File: config.mk
export PLATFORM = sky130hd
export DESIGN_NAME = a_optimisation_pack
export DESIGN_NICKNAME = d
export VERILOG_FILES = /design/src/rtl/a_optimisation_pack.sv
export SDC_FILE = /design/constraint.sdc
export NUM_CORES = 1
export LEC_CHECK = 0
export ABC_AREA = 0
export CAP_MARGIN = 20
export CORE_MARGIN = 3
export CORE_UTILIZATION = 55
export CTS_BUF_LIST = sky130_fd_sc_hd__clkbuf_16
export DETAILED_ROUTE_END_ITERATION = 12
export GPL_TIMING_DRIVEN = 0
export PLACE_DENSITY = 0.86
export SLEW_MARGIN = 20
export SYNTH_ARGS = -nofsm -noshare
export SYNTH_HDL_FRONTEND = slang
export SYNTH_SLANG_ARGS = --single-unit
export TNS_END_PERCENT = 10
File: constraint.sdc
create_clock -name clk_ref -period 4.9 [get_ports clk_ref]
set_input_delay 0.98 -clock clk_ref [delete_from_list [all_inputs] [get_ports clk_ref]]
set_output_delay 0.98 -clock clk_ref [all_outputs]
set_load 0.02 [all_outputs]
File: src/rtl/a_optimisation_pack.sv
// Run-length encoder for the stimulus-enable trace: emits {run_len, 1'b1} words over valid/ready.
// Optional transfer/drop statistics ports are enabled by defining A_OPT_PACK_STATS_EN.
module a_optimisation_pack #(
   parameter int unsigned CNT_W = 15
) (
   input  logic             clk_ref,
   input  logic             rst_n,
   input  logic             clk_user_i,
   input  logic             run_verif_i,
   input  logic             en_stimuli_i,
   input  logic             ready_i,
   output logic [CNT_W:0]   val_cpt_o,
   output logic             data_valid_o,
`ifdef A_OPT_PACK_STATS_EN
   output logic [15:0]      word_cnt_o,
   output logic [7:0]       drop_cnt_o,
`endif
   output logic             overflow_o
);

   typedef enum logic {IDLE, COUNT} state_t;

   state_t           state, state_nx;
   logic [CNT_W-1:0] cnt, cnt_nx;
   logic             complete;
   logic             xfer;
   logic             load;
   logic             drop;

   always_ff @(posedge clk_ref or negedge rst_n) begin
      if (!rst_n) begin
         state <= IDLE;
         cnt   <= '0;
      end else begin
         state <= state_nx;
         cnt   <= cnt_nx;
      end
   end

   // Abort takes priority over the tick; a saturated run closes and the same tick opens the next.
   always_comb begin
      state_nx = state;
      cnt_nx   = cnt;
      complete = 1'b0;
      case (state)
         IDLE: begin
            if (clk_user_i && run_verif_i && en_stimuli_i) begin
               cnt_nx   = CNT_W'(1);
               state_nx = COUNT;
            end
         end
         COUNT: begin
            if (!run_verif_i) begin
               complete = 1'b1;
               cnt_nx   = '0;
               state_nx = IDLE;
            end else if (clk_user_i) begin
               if (en_stimuli_i) begin
                  if (cnt == '1) begin
                     complete = 1'b1;
                     cnt_nx   = CNT_W'(1);
                  end else begin
                     cnt_nx = cnt + CNT_W'(1);
                  end
               end else begin
                  complete = 1'b1;
                  cnt_nx   = '0;
                  state_nx = IDLE;
               end
            end
         end
      endcase
   end

   assign xfer = data_valid_o && ready_i;
   assign load = complete && (!data_valid_o || ready_i);
   assign drop = complete && data_valid_o && !ready_i;

   always_ff @(posedge clk_ref or negedge rst_n) begin
      if (!rst_n) begin
         val_cpt_o    <= '0;
         data_valid_o <= 1'b0;
         overflow_o   <= 1'b0;
      end else begin
         if (load) begin
            val_cpt_o    <= {cnt, 1'b1};
            data_valid_o <= 1'b1;
         end else if (xfer) begin
            data_valid_o <= 1'b0;
         end
         if (drop) begin
            overflow_o <= 1'b1;
         end
      end
   end

`ifdef A_OPT_PACK_STATS_EN
   always_ff @(posedge clk_ref or negedge rst_n) begin
      if (!rst_n) begin
         word_cnt_o <= '0;
         drop_cnt_o <= '0;
      end else begin
         if (xfer) begin
            word_cnt_o <= word_cnt_o + 16'd1;
         end
         if (drop && (drop_cnt_o != '1)) begin
            drop_cnt_o <= drop_cnt_o + 8'd1;
         end
      end
   end
`endif

endmodule

## Yosys cells after proc, flatten, opt, wreduce, memory -nomap -nowiden

Cells that the tools add are included.

- Bits of input ports: 6
- Output and inout bits: 18
- Register bits after elaboration: 34
- Logic and storage cells: 39

- Multiplexer cells: 18
- Reductions and logical operators: 11
- Equality and inequality tests: 3
- Add/sub/neg operators: 1
- Bitwise operators: 1

Operator list:

| operator | number |
|---|---|
| $mux 15 | 5 |
| $pmux 15 s2 | 1 |
| $add 15x1->15 const B | 1 |
| $eq 15x15->1 const B | 1 |
| $mux 1 | 11 |
| $logic_and 1x1->1 | 6 |
| $ne 3x3->1 const B | 1 |
| $logic_not 1->1 | 2 |
| $ne 2x2->1 const B | 1 |
| $pmux 1 s2 | 1 |
| $reduce_and 2->1 | 1 |
| $reduce_bool 2->1 | 1 |
| $logic_or 1x1->1 | 1 |
| $not 1->1 | 1 |

## Logic depth before layout (Yosys ltp)

- Depth in word-level cells: 8
- Mapped depth: 8
- Depth with buffers taken out: 6

## Worst setup path before layout

OpenSTA, ideal clock, no wires.

- Kind: input port to flip-flop
- Start: in clk_user_i
- End: reg val_cpt_o[10]
- Arrival time: 2.048 ns
- Setup time: 0.125 ns
- Slack: 2.727 ns
- Buffers on the path: 2
- Cell stages on the path: 7
- Required time: 4.775 ns
- Cell sequence: inv_1 o21ai_0 a22oi_2 nand2b_4 buf_6 buf_12 mux2_4

- Word-level cells in the longest chain between the ends: 4

Ends and longest elaborated chain:

| element | RTL line | source |
|---|---|---|
| start: declaration | 8 | `input logic clk_user_i,` |
| $mux 1 | 57 | `end else if (clk_user_i) begin` |
| $mux 1 | 53 | `if (!run_verif_i) begin` |
| $mux 1 | 45 | `case (state)` |
| $logic_and 1x1->1 | 76 | `assign load = complete && (!data_valid_o \|\| ready_i);` |
| end signal: assignment | 86 | `val_cpt_o <= {cnt, 1'b1};` |
| end: declaration | 12 | `output logic [CNT_W:0] val_cpt_o,` |

Every way passes these cells.
A chain may end at the register's enable or synchronous reset.

## Worst setup path after layout

- Start: in en_stimuli_i
- End: reg cnt[8]

- Word-level cells in the longest chain between the ends: 4
- Elaborated cells between the ends (all ways): 7
- Those cells by class: 1 x eq/ne; 4 x mux; 2 x reduce/logical

Ends and longest elaborated chain:

| element | RTL line | source |
|---|---|---|
| start: declaration | 10 | `input logic en_stimuli_i,` |
| $mux 15 | 58 | `if (en_stimuli_i) begin` |
| $mux 15 | 57 |  |
| $mux 15 | 53 |  |
| $pmux 15 s2 | 45 |  |
| end signal: assignment | 36 | `cnt <= cnt_nx;` |
| end: declaration | 24 | `logic [CNT_W-1:0] cnt, cnt_nx;` |

Several ways; a longest one is shown, not always the timed one. The select of a mux whose other input is x is not followed.

==> flow_metrics.tcl <==
set metrics [dict create \
    synth_largest_type_area_fraction_pct 52.4 \
    cts.sink_count 34 \
    vdd_drop_max_uv 382 \
    crit_arrival_ns 2.77 \
    crit_fanout 10 \
    post_synthesis_instance_total 142 \
    grt_start_max_net_pins 35 \
    setup_viol 0 \
    worst_slew_pin_slew_ns 0.737 \
    core_region_area_mm2 0.00278 \
    worst_setup_slack_before_clock_tree_synthesis_ns 2.04 \
    worstPathRequired_ns 5.06 \
    p_leak_nw 0.948 \
    drt_iter0_drc 71 \
    instance_area_after_placement_mm2 0.00189 \
    ant_cells 0 \
    hold-path-endpoint "val_cpt_o[0]" \
    timing.critical_path.to_type "register" \
    timing.rr.start "cnt[0]" \
    grt.total_usage_pct 22.6 \
    layout.cell_area.non_filler_mm2 0.00205 \
    crit_chain "clkdlybuf4s50_1 -> a21oi_1 -> a21oi_1 -> clkbuf_1 -> o21ai_0 -> nand2_1 -> o21ai_0" \
    antenna_found_initial 0 \
    cp_slowest_cell "clkdlybuf4s50_1" \
    fin_tns_setup_ns 0 \
    power_report.internal_total_mw 0.566 \
    finish.net_count 179 \
    drcViolationCount 0 \
    most-common-layout-cells "dfrtp_1, clkdlybuf4s50_1, nand2_1" \
    clock_latency_ns 0.28 \
    yosys.area.top_type "dfrtp_1" \
    pwr-share-comb_pct 10.0 \
    slew_headroom_pct 50.9 \
    netlist_area_mm2 0.00162 \
    grt_pass1_vias 1275 \
    cts_buffers 5 \
    grt_remaining_overflow 0 \
    viasPerCell 6.29 \
    layout.cells.most_common "dfrtp_1" \
    drive_above_1_share_pct 19.1 \
    run_status "finished clean" \
    total_number_of_yosys_warnings 0 \
    number_of_distinct_library_cell_variants_in_the_gate_level_netlist_after_synthesis 31 \
    hold_start "val_cpt_o[0]" \
    clk_transition_reported_paths_ns 0.06 \
    wl_um 3600 \
    critical_path.startpoint_type "input port" \
    cts_buffer_depth 2 \
    hold_path.class "register to register" \
    multi_input_gate_area_um2 717 \
    ys_top_cells_by_area "dfrtp_1, mux2_4, mux2_2" \
    wire_per_inst_um 17.7 \
    final_max_slew_viol_count 0 \
    hold_viol 0 \
    synth_seq_cells 34 \
    drv.max_cap_violation_count 0 \
    row_count 19 \
    power.clock.fraction_pct 48.4 \
    layout.area.seq_um2 851 \
    fin_crit_sh_pct 53.3 \
    timing.clock.skew_ns 0.00703 \
    holdBufCountCts 0 \
    layout.filler_cells 190 \
    ant_nets 0 \
    detail_route.first_pass.iterations 4 \
    detailed_place_hpwl_um 2280 \
    gp_routability_congestion 0.899 \
    share_seq_of_total_power_pct 41.6 \
    critical_path_buf_inv_count 2 \
    grt_setup_unrepaired "no" \
    critPathMaxStageDelay_ns 0.59 \
    fin_ws_ns 2.29 \
    grt_pass1_wl_um 5980 \
    fp.dieH_um 60.3 \
    clock_tree_from_tritoncts "built" \
    syn_area_per_cell_um2 11.4 \
    final.hold.worst_slack_ns 0.458 \
    timing.hold.worst_path_depth 1 \
    post_layout_utilization_of_the_core_pct 73.8 \
    cts_root_buf "clkbuf_16" \
    critPathTopFamily "buffers and inverters" \
    switchingPower_mw 0.163 \
    areaGrowthSynthToFinish_pct 26.4 \
    pwr_density_cell_mw_per_mm2 355 \
    port_buffers 23 \
    initial_utilization_pct 58.3 \
    fp.dieArea_mm2 0.00364 \
    vias 1283 \
    r2r_end "val_cpt_o[13]" \
    min_period_ns 2.61 \
    seq_area_frac_synth_pct 52.4 \
    fp.dieW_um 60.3 \
    reg2reg_setup_slack_ns 2.53 \
    timing.setup.critical_path_class "input port to register" \
    ctsResizeCount 0 \
    io_pins 24 \
    worst_r2r_path_depth 8 \
    cts_setup_buffers 0 \
    sw_frac_of_total_pct 22.3 \
    htree_levels 2 \
    max_freq_mhz 383 \
    mapped_nets 149 \
]
## power groups by stage
stage               Sequential [mW]  Clock, mW  Combinational, mW
detailed placement            0.308          0             0.0729
global placement              0.307          0             0.0711
floorplan                     0.316          0             0.0289
CTS                           0.303      0.356             0.0738
global route                  0.306      0.367             0.0785
finish                        0.303      0.353             0.0728
## layer usage
metal  wire length (um)  vias up  track usage (%)
li1                   -      591                -
met1               1390      612             27.5
met2               1850       69             37.7
met3                291       11             4.75
met4                 70        0             11.4
met5                  0        -                0
## cell families after synthesis
| group | Yosys count | synth area share (%) |
|---|---|---|
| muxes | 16 | 13.1 |
| DFF | 34 | 52.4 |
| adders and majority gates | 1 | 0.771 |
| and+or+nand+nor | 44 | 15.2 |
| buffers and inverters | 8 | 3.39 |
| AOI/OAI and AO/OA | 39 | 15.1 |
## worst register-to-register path, stage by stage (launching register included)
cell and delay, ns:
dfrtp_1 0.43, ha_1 0.25, nand3_1 0.23, nor4_4 0.48, a22oi_2 0.14, nand2b_4 0.16, buf_6 0.13, buf_12 0.15
mux2_4 0.30
## synthesized netlist by cell type, drive strengths merged
cell type   n
dfrtp      34
mux2       15
nand2      13
a21oi      12
nor2        8
o21ai       8
a31oi       7
nand3       6
nand4       5
o31ai       4
a22o        3
and3        3
buf         3
inv         3
a22oi       2
a41oi       2
clkbuf      2
nor3        2
or2b        2
or3         2
ha          1
mux2i       1
nand2b      1
nor2b       1
nor4        1
o21bai      1
## final cells by class
| class | count | area share [%] |
|---|---|---|
| tap | 31 | 1.89 |
| inverter | 3 | 0.549 |
| buffer | 5 | 2.13 |
| clock buffer | 5 | 6.10 |
| sequential | 34 | 41.5 |
| multi-input combinational | 100 | 34.9 |
| clock inverter | 3 | 1.95 |
| timing repair buffer | 23 | 11.0 |
## how the worst max path moves through the flow
stage / startpoint / to / slack [ns] / cells after the start
detailed placement: en_stimuli_i / val_cpt_o[13] / 2.04 / 7
global placement: run_verif_i / val_cpt_o[11] / 2.11 / 7
floorplan: clk_user_i / val_cpt_o[10] / 2.73 / 7
CTS: en_stimuli_i / cnt[8] / 2.32 / 7
global route: en_stimuli_i / cnt[8] / 2.15 / 7
finish: en_stimuli_i / cnt[8] / 2.29 / 7
## registers in the layout, summed over array words and instances (netlist names)
register      cells
cnt              15
data_valid_o      1
overflow_o        1
state             1
val_cpt_o        16
## through the flow
stage          total power, mW  cells
6_report                 0.728    204
5_1_grt                  0.751    204
2_1_floorplan            0.345    142
3_5_place_dp             0.381    196
4_1_cts                  0.733    204
3_3_place_gp             0.378    196
(Power assumes the default switching activity.)
